==> src/rtl/tpu_pkg.sv <==
// Shared constants and state type for the systolic matrix unit.
package tpu_pkg;
  localparam int TPU_N      = 8;
  localparam int TPU_DATA_W = 16;

  typedef enum logic {COLLECT, FULL} gather_state_t;
endpackage

==> src/rtl/output_gather_if.sv <==
// Lane-beat inputs and matrix valid/ready output of the result collector.
// The slave modport is the collector side; master is the array/writeback side.
interface output_gather_if #(
  parameter int N      = 8,
  parameter int DATA_W = 16
);
  logic [N-1:0]             lane_valid;
  logic [N-1:0][DATA_W-1:0] lane_data;
  logic                     in_ready;
  logic                     mat_valid;
  logic                     mat_ready;
  logic [N*N*DATA_W-1:0]    c_mat;

  modport slave  (input  lane_valid, lane_data, mat_ready,
                  output in_ready, mat_valid, c_mat);
  modport master (output lane_valid, lane_data, mat_ready,
                  input  in_ready, mat_valid, c_mat);
endinterface

==> src/rtl/output_gather_lane.sv <==
// gather_lane: one array column. Holds the row counter and the N result
// elements of that column. With OUTPUT_GATHER_RELU_EN defined, negative
// (signed) elements are stored as zero.
module gather_lane
  import tpu_pkg::*;
#(
  parameter int N      = TPU_N,
  parameter int DATA_W = TPU_DATA_W,
  parameter int CW     = $clog2(N + 1)
) (
  input  logic                     clk,
  input  logic                     reset,
  input  logic                     clear,
  input  logic                     hs,
  input  logic                     beat,
  input  logic                     in_ready,
  input  logic [DATA_W-1:0]        data,
  output logic                     lane_full,
  output logic                     overrun,
  output logic [N-1:0][DATA_W-1:0] elems
);
  logic [CW-1:0]     cnt;
  logic              take;
  logic              acc;
  logic [DATA_W-1:0] store;

  assign take    = beat && in_ready && !clear;
  assign acc     = take && (cnt < CW'(N));
  assign overrun = take && (cnt == CW'(N));
  // full now, or becomes full at this edge
  assign lane_full = (cnt == CW'(N)) || (acc && (cnt == CW'(N - 1)));

`ifdef OUTPUT_GATHER_RELU_EN
  assign store = data[DATA_W-1] ? '0 : data;
`else
  assign store = data;
`endif

  // row counter: cleared on abort or matrix handoff, else counts accepted beats
  always_ff @(posedge clk or posedge reset) begin
    if (reset)           cnt <= '0;
    else if (clear || hs) cnt <= '0;
    else if (acc)        cnt <= cnt + CW'(1);
  end

  // element capture at the current row; contents persist across matrices
  always_ff @(posedge clk or posedge reset) begin
    if (reset) begin
      elems <= '0;
    end else begin
      for (int r = 0; r < N; r++)
        if (acc && (cnt == CW'(r))) elems[r] <= store;
    end
  end
endmodule

==> src/rtl/output_gather.sv <==
// output_gather: assembles skewed per-column result streams of the systolic
// array into a full NxN matrix and hands it to writeback on valid/ready.
// Optional build macro: OUTPUT_GATHER_RELU_EN (ReLU on stored elements).
module output_gather
  import tpu_pkg::*;
#(
  parameter int N      = TPU_N,
  parameter int DATA_W = TPU_DATA_W
) (
  input  logic            clk,
  input  logic            reset,
  input  logic            clear,
  output_gather_if.slave  bus,
  output logic            err
);
  gather_state_t                    state, state_nxt;
  logic                             in_rdy;
  logic                             hs;
  logic [N-1:0]                     lane_full;
  logic [N-1:0]                     overrun;
  logic [N-1:0][N-1:0][DATA_W-1:0]  lane_elems;

  assign in_rdy        = (state == COLLECT);
  assign hs            = (state == FULL) && bus.mat_ready;
  assign bus.in_ready  = in_rdy;
  assign bus.mat_valid = (state == FULL);

  gather_lane #(.N(N), .DATA_W(DATA_W)) u_lane [N-1:0] (
    .clk       (clk),
    .reset     (reset),
    .clear     (clear),
    .hs        (hs),
    .beat      (bus.lane_valid),
    .in_ready  (in_rdy),
    .data      (bus.lane_data),
    .lane_full (lane_full),
    .overrun   (overrun),
    .elems     (lane_elems)
  );

  // element (r,c) of C comes from row r of lane c
  for (genvar c = 0; c < N; c++) begin : g_col
    for (genvar r = 0; r < N; r++) begin : g_row
      assign bus.c_mat[(r*N+c)*DATA_W +: DATA_W] = lane_elems[c][r];
    end
  end

  // state register
  always_ff @(posedge clk or posedge reset) begin
    if (reset) state <= COLLECT;
    else       state <= state_nxt;
  end

  // next state: clear wins over everything, including the handshake
  always_comb begin
    state_nxt = state;
    if (clear) begin
      state_nxt = COLLECT;
    end else begin
      case (state)
        COLLECT: if (&lane_full)    state_nxt = FULL;
        FULL:    if (bus.mat_ready) state_nxt = COLLECT;
        default:                    state_nxt = COLLECT;
      endcase
    end
  end

  // sticky protocol error: overrun, or beats offered while not ready
  always_ff @(posedge clk or posedge reset) begin
    if (reset) err <= 1'b0;
    else if (!clear && ((|overrun) || ((|bus.lane_valid) && !in_rdy)))
      err <= 1'b1;
  end
endmodule

==> src/flat_wrapper.sv <==
// flat-port wrapper written by rule: the top's interface ports become plain ports
module output_gather_flat import tpu_pkg::*;
#(
  parameter int N      = TPU_N,
  parameter int DATA_W = TPU_DATA_W
)
  (clk, reset, clear, err, bus_lane_valid, bus_lane_data, bus_mat_ready, bus_in_ready, bus_mat_valid, bus_c_mat);
  output_gather_if #(.N(N), .DATA_W(DATA_W)) bus_i ();
  input  logic clk;
  input  logic reset;
  input  logic clear;
  output logic err;
  input wire logic [$bits(bus_i.lane_valid)-1:0] bus_lane_valid;
  input wire logic [$bits(bus_i.lane_data)-1:0] bus_lane_data;
  input wire logic [$bits(bus_i.mat_ready)-1:0] bus_mat_ready;
  output wire logic [$bits(bus_i.in_ready)-1:0] bus_in_ready;
  output wire logic [$bits(bus_i.mat_valid)-1:0] bus_mat_valid;
  output wire logic [$bits(bus_i.c_mat)-1:0] bus_c_mat;
  assign bus_i.lane_valid = bus_lane_valid;
  assign bus_i.lane_data = bus_lane_data;
  assign bus_i.mat_ready = bus_mat_ready;
  assign bus_in_ready = bus_i.in_ready;
  assign bus_mat_valid = bus_i.mat_valid;
  assign bus_c_mat = bus_i.c_mat;
  output_gather #(.N(N), .DATA_W(DATA_W)) u_core (.clk(clk), .reset(reset), .clear(clear), .bus(bus_i), .err(err));
endmodule
==> config.mk <==
export PLATFORM = sky130hd
export DESIGN_NAME = output_gather_flat
export DESIGN_NICKNAME = d
export VERILOG_FILES = /design/src/rtl/tpu_pkg.sv /design/src/rtl/output_gather_if.sv /design/src/rtl/output_gather_lane.sv /design/src/rtl/output_gather.sv /design/src/flat_wrapper.sv
export SDC_FILE = /design/constraint.sdc
export NUM_CORES = 2
export LEC_CHECK = 0
export CAP_MARGIN = 20
export CORE_AREA = 2 2 454 456
export DETAILED_ROUTE_END_ITERATION = 10
export DIE_AREA = 0 0 456 458
export DONT_BUFFER_PORTS = 1
export HOLD_SLACK_MARGIN = 0.1
export PLACE_DENSITY_LB_ADDON = 0.15
export SLEW_MARGIN = 20
export SYNTH_ARGS = -nofsm -noshare
export SYNTH_HDL_FRONTEND = slang
export SYNTH_SLANG_ARGS = --single-unit
==> constraint.sdc <==
create_clock -name clk -period 35.8 [get_ports clk]
set_clock_uncertainty 0.1 [all_clocks]
set_input_delay 7.16 -clock clk [delete_from_list [all_inputs] [get_ports clk]]
set_output_delay 7.16 -clock clk [all_outputs]
set_load 0.005 [all_outputs]
# Yosys cells after proc, flatten, opt, wreduce, memory -nomap -nowiden
# Cells that the tools add are included.
totals:
  regBits: 1058
  input_bits: 140
  output_inout_bits: 1027
  wordCells: 304
classes:
  addsub: 8
  n_lt_le_gt_ge: 8
  eq_ne: 64
  n_mux: 20
  bitwise: 1
  reduce_logical: 129
ops:
  columns: ["operator", "n"]
  rows:
  - ["$eq A4 B3 Y1 const B", 32]
  - ["$logic_and A1 B1 Y1", 99]
  - ["$eq A4 B2 Y1 const B", 16]
  - ["$mux W4", 16]
  - ["$add A4 B1 Y4 const B", 8]
  - ["$eq A4 B1 Y1 const B", 8]
  - ["$eq A4 B4 Y1 const B", 8]
  - ["$logic_not A4 Y1", 8]
  - ["$lt A4 B4 Y1 const B", 8]
  - ["$reduce_bool A2 Y1", 8]
  - ["$reduce_or A8 Y1", 2]
  - ["$logic_or A1 B1 Y1", 10]
  - ["$reduce_and A8 Y1", 1]
  - ["$mux W1", 3]
  - ["$pmux W1 S2", 1]
  - ["$logic_not A1 Y1", 1]
  - ["$not A1 Y1", 1]

# Depth between registers and ports, before layout
depth:
  ltp_word: 10
  ltp_mapped: 7

# Cells and area by module
# From an unflattened synthesis, not the netlist that was laid out.
hier_totals:
  cells_unflattened: 2464
  hier_area_um2: 42246.8
modules_own_cells:
  columns: ["module", "instances", "cells_per_inst", "area_per_inst_um2"]
  rows:
  - ["gather_lane at u_core.u_lane[1] ...", 7, 306, 5271.3]
  - ["gather_lane at u_core.u_lane[0]", 1, 303, 5203.7]
  - ["output_gather", 1, 19, 143.9]

# Worst setup path after synthesis
# Ideal clock, no wire load.
synth_timing:
  kind: "input port to flip-flop"
  start: "input clear"
  end: "register u_core.u_lane[6].elems[15] (netlist bit)"
  setup_time_ns: 0.127
  t_arrival_ns: 8.873
  slack_ns: 26.700
  path_stages: 7
  path_cell_list: "buf_2 nor4b_4 nor2b_1 clkbuf_1 nand2_1 clkbuf_1 mux2_1"
synth_via:
  elab_chain_cells: 4
synth_rtl:
  columns: ["item", "line", "source"]
  rows:
  - ["from (decl)", "flat_wrapper.sv:11", "input logic clear;"]
  - ["$logic_not A1 Y1", "output_gather_lane.sv:27", "assign take = beat && in_ready && !clear;"]
  - ["$logic_and A1 B1 Y1", "output_gather_lane.sv:27", null]
  - ["$logic_and A1 B1 Y1", "output_gather_lane.sv:28", "assign acc = take && (cnt < CW'(N));"]
  - ["$logic_and A1 B1 Y1", "output_gather_lane.sv:52", "if (acc && (cnt == CW'(r))) elems[r] <= store;"]
  - ["to (signal, indexed assignment)", "output_gather_lane.sv:52", null]
  - ["to (decl)", "output_gather_lane.sv:20", "output logic [N-1:0][DATA_W-1:0] elems"]
# No other way between the ends.
# A chain may end at the register's enable or synchronous reset.

==> flow_summary.toml <==
[run_status]
status = "finished clean"

[placement]
io_buffers = 0
place_congestion = 0.788
dpl-instance-area_mm2 = 0.0433
dp_cells = 5065
hpwl_um = 109000

[cells_and_area]
finalNonFillerCells = 5300
finish.utilization_pct = 23.4
nNetsFinal = 2685
syn_to_final_growth_pct = 19.5
mostFrequentLayoutCells = "1057 x dfrtp_1, 989 x mux2_2, 132 x clkbuf_16, 65 x nand2_1, 40 x nor2_1"
fillers = 21000
mostFrequentLayoutCell = "dfrtp_1"
fin_area_mm2 = 0.0478
drive_gt1_share_pct = 48.4

[run]
drv_cap = 0

[synthesis]
ys.flop_type = "dfrtp_1"
synth_edf_count = 0
ys_ff_latch = 1058
syn_nets = 2598
yosys_warnings = 0
yosys.area.top_type_share_pct = 66.2
syn_area_mm2 = 0.0400
yosysTopAreaCell = "dfrtp_1"
synthArstFlopShare_pct = 100
syn_avg_cell_area_um2 = 16.5
seq_area_frac_synth_pct = 66.2
synthCells = 2426
synthTopCellsByArea = "dfrtp_1 66%, mux2_2 28%, ha_1 1.0%, mux2_1 0.99%, nand2_1 0.67%"
ys_types = 33

[clocking]
root_buffer = "clkbuf_16"
numCtsBuffers = 132
cts_tree = "yes"
cts-resized-gates = 0
clkLatencyLatePin_ns = 0.80
clk_pin_slew_ns = 0.05
cts_setup_buffers = 0
hold_buffers = 0
htreeDepth = 4
clock_sinks = 1058
clockBufferDepth = 3

[worst_setup_path]
cp-startpoint = "reset"
cp.buffers_inverters = 4
worstSetupPathType = "input pin to asynchronous set/reset pin"
cp_slowest_cell = "buf_4"
arrival_ns = 9.96
crit_path_end_kind = "asynchronous set/reset pin"
path_depth = 4
worst_ep_required_time_ns = 36.43
max_stage_delay_ns = 0.69
cpMostUsedCell = "buf_4"
crit_family = "buffers and inverters"
cp_cell_sequence = "clkinvlp_4 -> buf_4 -> buf_4 -> buf_12"
worstPathMaxFanout = 167
r2r_setup_slack_ns = 32.38
timing.rr.start = "u_core.bus.mat_valid"
cp-start-kind = "input pin"
rr_worst_depth = 5

[sta]
setup_viol_count_final = 0
fmax_mhz = 107
min_period_ns = 9.33
tns_ns = 0
slew_violations = 0
tightestPinTransition_ns = 1.15
timing_hold_violations_final = 0
rsz0062_at_grt = "no"
maxSlewHeadroom_pct = 23.4
post-route-period-util_pct = 26.1
whs_ns = 0.421

[global_routing]
overflow = 0
grt_pass1_vias = 23400
grt_use_total_pct = 14.1
grt_pass1_wl_um = 208000
grt_max_degree = 168
antenna_found_initial = 15

[floorplanning]
dieArea_mm2 = 0.209
initial_utilization_pct = 19.6
core_area_mm2 = 0.204
die_h_um = 458
die_w_um = 456
placementRows = 166
ioPinCount = 1167

[drt]
num_vias = 21600
drt_iter0_drc = 799
ant_nets = 0
drt_first_pass_iters = 4
vias_per_cell = 4.07
wl_um = 151000
post_drt_wl_per_cell_um = 28.4
drcViolationCount = 0

[pwr]
power.density_mw_per_mm2 = 62.7
p_int_w = 0.00221
leakage_nw = 22.9
switching_share_pct = 26.2
pwr-share-clk_pct = 45.0
p_seq_share_pct = 49.4
peakVddDrop_v = 0.0000467
power_frac_comb_pct = 5.7
netSwitchingPower_w = 0.000784

[min_path]
hp-start = "u_core.u_lane[1].elems[62]"
hold_class = "flop to flop"
hold_path_depth = 1
per-stage QoR:
| step | worst slack [ns] | total power, W |
|---|---|---|
| global route | 26.17 | 0.00313 |
| CTS | 26.30 | 0.00306 |
| floorplan | 13.95 | 0.00157 |
| detailed placement | 25.53 | 0.00168 |
| finish | 26.47 | 0.00299 |
| global placement | 25.75 | 0.00167 |
path summary, 6_finish.rpt:
kind | to
max in group clk | bus_in_ready
min in group asynchronous | u_core.u_lane[0].elems[51]
hold / removal | u_core.u_lane[1].elems[62]
hold reg to reg | u_core.u_lane[1].elems[62]
setup reg to reg | u_core.bus.mat_valid
setup / recovery | u_core.u_lane[2].elems[73]
area by class of cell:
cell class	count	area (um^2)	area share, %
antenna	2	5.00	0.0105
clock buffer	176	3740	7.83
clock inverter	55	638	1.34
inverter	18	71.3	0.149
multi-input combinational	1262	13100	27.4
sequential	1058	26500	55.4
tap	2688	3360	7.04
timing repair buffer	41	390	0.817
cell usage after synthesis, types with 2 or more instances:
cell      count
dfrtp_1    1058
a31oi_1       8
mux2_2      989
xnor2_1       8
and3_1       15
inv_1        18
nor2b_1       8
clkbuf_1     58
ha_1         32
buf_1         7
a21oi_1      17
and2_0        2
nand2_1      71
nand3_1       6
mux2_1       35
buf_2        22
a22o_1        2
o22ai_1       4
and2_1        4
nor4b_4       5
a21o_1        2
nor2_1       41
and3b_1       2
nor4b_2       3
power groups by stage:
stage                     registers [W]  logic [W]  clock network [W]
after global placement          0.00151   0.000163                  0
after detailed placement        0.00150   0.000173                  0
after CTS                       0.00148   0.000174            0.00141
after global routing            0.00149   0.000190            0.00145
final                           0.00148   0.000169            0.00135
after floorplan                 0.00142   0.000144                  0
flip-flops by register name, summed over array words and instances (netlist names):
| register | count |
|---|---|
| u_core.bus.mat_valid | 1 |
| u_core.u_lane.cnt | 32 |
| u_core.u_lane.elems | 1024 |
| u_core.err | 1 |
kinds of logic (layout without fill, tap and decap cells):
| logic type | after synthesis | in the layout | share of synthesized area [%] |
|---|---|---|---|
| flops | 1058 | 1058 | 66.2 |
| mux | 1024 | 1024 | 28.8 |
| simple gates | 162 | 162 | 2.12 |
| buf+inv | 106 | 290 | 1.07 |
| compound gates | 36 | 36 | 0.551 |
| fa+ha+maj | 32 | 32 | 1.00 |
| xor+xnor | 8 | 8 | 0.175 |
| other cells | 0 | 2 | 0 |
routing by layer:
metal	vias to the layer above	share of wire (%)	GRT usage [%]	wire (um)
li1	8797	-	-	-
met1	11700	35	14.3	52000
met2	884	52	25.1	78300
met3	232	10	6.54	15300
met4	2	3.3	5.09	4940
met5	-	0.0086	0	13
No activity file was read; power rests on OpenSTA's default activity.
